### src/rtl/seq_shifter.sv
// seq_shifter: multi-cycle barrel-free shifter. An accepted operation loads the
// operand and then shifts the result register by one bit per clock until the
// requested distance has been covered. The mode is one of LSL, LSR, ASR or ROL.
// A one-cycle done pulse marks the result. A new operation may be accepted in
// that same done cycle, which gives back-to-back throughput.
module seq_shifter #(
    parameter int WIDTH = 8
) (
    input  logic                       clk,
    input  logic                       rst,
    input  logic                       start,
    input  logic [WIDTH-1:0]           din,
    input  logic [$clog2(WIDTH)-1:0]   amt,
    input  logic [1:0]                 mode,
    output logic                       busy,
    output logic                       done,
    output logic [WIDTH-1:0]           dout,
    output logic                       cout
);

    localparam int AMTW = $clog2(WIDTH);

    localparam logic [1:0] MODE_LSL = 2'b00;
    localparam logic [1:0] MODE_LSR = 2'b01;
    localparam logic [1:0] MODE_ASR = 2'b10;
    localparam logic [1:0] MODE_ROL = 2'b11;

    typedef enum logic [1:0] {
        IDLE  = 2'b00,
        SHIFT = 2'b01,
        DONE  = 2'b10
    } state_t;

    state_t            state_reg;
    logic [AMTW-1:0]   cnt_reg;
    logic [1:0]        mode_reg;
    logic [WIDTH-1:0]  dout_reg;
    logic              cout_reg;
    logic              busy_reg;
    logic              done_reg;

    logic [WIDTH-1:0]  shift_dout;
    logic              shift_cout;
    logic              accept;

    // Start is only honoured when not shifting, i.e. in IDLE or DONE.
    assign accept = start && (state_reg != SHIFT);

    // One-bit step of the result register under the latched mode.
    always_comb begin
        shift_dout = dout_reg;
        shift_cout = cout_reg;
        case (mode_reg)
            MODE_LSL: begin
                shift_dout = {dout_reg[WIDTH-2:0], 1'b0};
                shift_cout = dout_reg[WIDTH-1];
            end
            MODE_LSR: begin
                shift_dout = {1'b0, dout_reg[WIDTH-1:1]};
                shift_cout = dout_reg[0];
            end
            MODE_ASR: begin
                shift_dout = {dout_reg[WIDTH-1], dout_reg[WIDTH-1:1]};
                shift_cout = dout_reg[0];
            end
            MODE_ROL: begin
                shift_dout = {dout_reg[WIDTH-2:0], dout_reg[WIDTH-1]};
                shift_cout = dout_reg[WIDTH-1];
            end
            default: begin
                shift_dout = dout_reg;
                shift_cout = cout_reg;
            end
        endcase
    end

    // Control FSM with registered busy/done, plus the datapath registers.
    // busy and done are set together with the next state, so they are
    // always equal to (state==SHIFT) and (state==DONE) respectively.
    always_ff @(posedge clk or posedge rst) begin
        if (rst) begin
            state_reg <= IDLE;
            cnt_reg   <= '0;
            mode_reg  <= MODE_LSL;
            dout_reg  <= '0;
            cout_reg  <= 1'b0;
            busy_reg  <= 1'b0;
            done_reg  <= 1'b0;
        end else begin
            case (state_reg)
                IDLE, DONE: begin
                    if (accept) begin
                        dout_reg <= din;
                        cout_reg <= 1'b0;
                        cnt_reg  <= amt;
                        mode_reg <= mode;
                        if (amt == '0) begin
                            // Zero distance: result is the operand, finish next cycle.
                            state_reg <= DONE;
                            busy_reg  <= 1'b0;
                            done_reg  <= 1'b1;
                        end else begin
                            state_reg <= SHIFT;
                            busy_reg  <= 1'b1;
                            done_reg  <= 1'b0;
                        end
                    end else begin
                        // dout/cout hold their value until the next accepted start.
                        state_reg <= IDLE;
                        busy_reg  <= 1'b0;
                        done_reg  <= 1'b0;
                    end
                end
                SHIFT: begin
                    dout_reg <= shift_dout;
                    cout_reg <= shift_cout;
                    cnt_reg  <= cnt_reg - AMTW'(1);
                    if (cnt_reg == AMTW'(1)) begin
                        // This edge performs the final shift.
                        state_reg <= DONE;
                        busy_reg  <= 1'b0;
                        done_reg  <= 1'b1;
                    end
                end
                default: begin
                    state_reg <= IDLE;
                    busy_reg  <= 1'b0;
                    done_reg  <= 1'b0;
                end
            endcase
        end
    end

    assign busy = busy_reg;
    assign done = done_reg;
    assign dout = dout_reg;
    assign cout = cout_reg;

endmodule
### config.mk
export PLATFORM = sky130hd
export DESIGN_NAME = seq_shifter
export DESIGN_NICKNAME = d
export VERILOG_FILES = /design/src/rtl/seq_shifter.sv
export SDC_FILE = /design/constraint.sdc
export NUM_CORES = 1
export LEC_CHECK = 0
export CORE_MARGIN = 4
export CORE_UTILIZATION = 49
export CTS_CLUSTER_SIZE = 14
export DETAILED_ROUTE_END_ITERATION = 7
export GPL_TIMING_DRIVEN = 0
export PLACE_DENSITY = 0.81
export REMOVE_ABC_BUFFERS = 1
export SETUP_SLACK_MARGIN = 0.15
export SYNTH_ARGS = -nofsm -noshare
export SYNTH_HDL_FRONTEND = slang
export SYNTH_SLANG_ARGS = --single-unit
### constraint.sdc
create_clock -name clk -period 3.2 [get_ports clk]
set_clock_uncertainty 0.05 [all_clocks]
set_input_delay 0.64 -clock clk [delete_from_list [all_inputs] [get_ports clk]]
set_output_delay 0.64 -clock clk [all_outputs]
set_load 0.03 [all_outputs]
==> metrics.md <==
| Metric | Value |
|---|---|
| Status | complete, no violations |
| Initial Utilization | 52.2% |
| Final wirelength | 1.97 mm |
| Final setup fails | 0 |
| Clock Latency Late Sink | 0.29 ns |
| Htree depth | 1 |
| Arrival time of the worst setup path | 1.45 ns |
| Die Y | 51.1 um |
| Setup_tns | 0 ns |
| Share of cells above drive strength 1 | 11.2% |
| Worst-Margin Slew | 0.803 ns |
| Core Region | 1750 sq um |
| Number of remaining DRC errors | 0 |
| Overflow after GRT | 0 |
| Total power | 1.32 mW |
| Crit-path cells | clkdlybuf4s50_1 |
| Crit path launch type | register |
| Vias | 752 |
| Die W | 51.1 um |
| Warnings from Yosys | 0 |
| TritonCTS buffer count | 3 |
| Critical-path maximum fanout | 5 |
| Worst-case clock buffer depth | 2 |
| Unrepaired setup endpoints after global routing | no |
| Row cnt | 15 |
| Ant diodes | 0 |
| Final min period | 2.14 ns |
| Wire per inst | 14.9 um |
| Largest net degree at the start of global routing | 18 |
| Fin cells | 132 |
| Tightest Hold Check Type | reg2reg |
| Root buf cell | clkbuf_4 |
| MaxCap Viol Count | 0 |
| # port buffers | 26 |
| Vias per inst | 5.70 |
| DR iter-0 viols | 10 |
| Placed cells | 128 |
| Post-CTS Resized | 0 |
| Place WS | 0.936 ns |
| Final hold violations | 0 |
| Die area | 2610 sq um |
| GP Congestion | 0.746 |
| Synthesized instance count | 81 |
| Hold buffer count at CTS | 0 |
| Max VDD drop | 0.626 mV |
| Req. time, crit path | 2.51 ns |
| First-pass GRT wire length | 3.38 mm |
| GRT Resource Usage Total | 17.2% |
| Critical path class | reg2out |
| Synth Area per Inst | 11.2 sq um |
| Final worst slack | 1.06 ns |
| CP Buf/Inv Count | 1 |
| Seq/Total Area, Yosys | 46.7% |
| Crit-path leading delay family | buffers and inverters |
| PwrDens | 1100 nW/um^2 |
| Leak Pwr | 0.513 nW |
| Library cells used by synthesis | 31 |
| Flop and latch count out of synthesis | 17 |
| Post-Syn Area | 911 sq um |
| Vias in the first global route | 769 |
| FMAX | 467 MHz |
| Hold slack final | 0.449 ns |
| CP peak stage delay | 0.71 ns |
| Initial antenna violation count | 0 |
| # IOs | 27 |
| Final Max Slew Viols | 0 |
| Crit share post-route | 67.0% |
| Slowest-stage cell, CP | clkdlybuf4s50_1 |
| Max FFs per register | 8 |
| CP Capture Type | output pin |
| Clock slew at reported path FFs | 0.10 ns |
| Final #Nets | 130 |
| Postcts setup bufs | 0 |
| Slew headroom | 46.4% |
| Syn-to-layout area delta | 32.1% |
| First drt pass iteration count | 4 |
| CTS tree | yes |
| Clk sink count | 17 |
| DP Wirelength | 1.45 mm |
| Routed Antenna Nets | 0 |
[path summary, 6_finish.rpt]
| path | startpoint | endpoint | slack (ns) | cells after the start |
|---|---|---|---|---|
| setup / recovery | dout[7]$_DFFE_PP0P_ | dout[7] | 1.06 | 1 |
| hold / removal | cout$_DFFE_PP0P_ | cout$_DFFE_PP0P_ | 0.45 | 1 |
| setup reg to reg | mode_reg[0]$_DFFE_PP0P_ | dout[1]$_DFFE_PP0P_ | 1.57 | 5 |
| hold reg to reg | cout$_DFFE_PP0P_ | cout$_DFFE_PP0P_ | 0.45 | 1 |
| max in group asynchronous | rst | dout[7]$_DFFE_PP0P_ | 2.01 | 2 |
| min in group asynchronous | rst | dout[2]$_DFFE_PP0P_ | 0.68 | 2 |
[metal layers]
layer / share of wire, % / routed length, um / GRT usage, % / vias up
li1: - / - / - / 362
met1: 46 / 907 / 23.0 / 360
met2: 46 / 905 / 26.4 / 26
met3: 6.4 / 127 / 3.50 / 4
met4: 1.5 / 29 / 8.52 / 0
met5: 0 / 0 / 0 / -
[synth_stat cells, drive strengths merged]
cell type	n	area share, %
a221o	6	6.6
a211o	1	0.96
or2	1	0.69
o21ba	1	1.1
a211oi	2	1.6
or3	1	0.69
buf	4	2.9
a22o	1	0.96
nor3	1	0.55
nor2	2	0.82
o221a	6	7.4
a32o	1	1.1
nand2	6	2.7
o2bb2ai	1	0.96
o311ai	1	0.96
ha	6	8.2
o211ai	1	0.82
inv	7	2.9
dfrtp	17	47
o21ai	5	2.7
nand2b	3	2.3
nor2b	1	0.69
mux2i	2	2.2
o22ai	1	0.69
a22oi	1	0.82
and2b	1	0.82
o221ai	1	0.96
[stage by stage]
stage,instance area (sq um),utilization [%]
CTS,1200,69.0
global placement,1180,67.4
finish,1200,69.0
floorplan,885,-
detailed placement,1180,67.4
global route,1200,69.0
[layout make-up]
cell class | instances | area, sq um
clock buffers | 3 | 22.5
clock inverters | 1 | 5.00
fillers | 132 | 542
inverters | 7 | 26.3
multi-input cells | 53 | 433
flip-flops and latches | 17 | 425
well taps | 25 | 31.3
repair buffers | 26 | 260
[report_power, final]
group	leakage [nW]	internal [mW]	switching [mW]	total [mW]
Combinational	0.288	0.373	0.414	0.787
Clock	0.0177	0.0465	0.0684	0.115
Sequential	0.207	0.324	0.0989	0.423
[cell usage in the layout (no fill, tap or decap), types with 2 or more instances in the layout]
cell and n:
mux2i_1 2, o221a_2 6, a211oi_1 2, o21ai_1 2, inv_1 7, dfrtp_1 17
nand2b_1 2, nor2_1 2, clkdlybuf4s50_1 26, o21ai_0 3, ha_1 6, a221o_1 6
nand2_1 5, clkbuf_4 3
[kinds of logic (layout without fill, tap and decap cells)]
kind of cell | after synthesis | after routing | share of synthesized area (%)
AND/OR/NAND/NOR | 16 | 16 | 9.34
flip-flops | 17 | 17 | 46.7
adder cells (fa/ha/maj) | 6 | 6 | 8.24
AO/OA/AOI/OAI | 29 | 29 | 27.7
buffers and inverters | 11 | 37 | 5.77
multiplexers | 2 | 2 | 2.20
(Power assumes the default switching activity.)
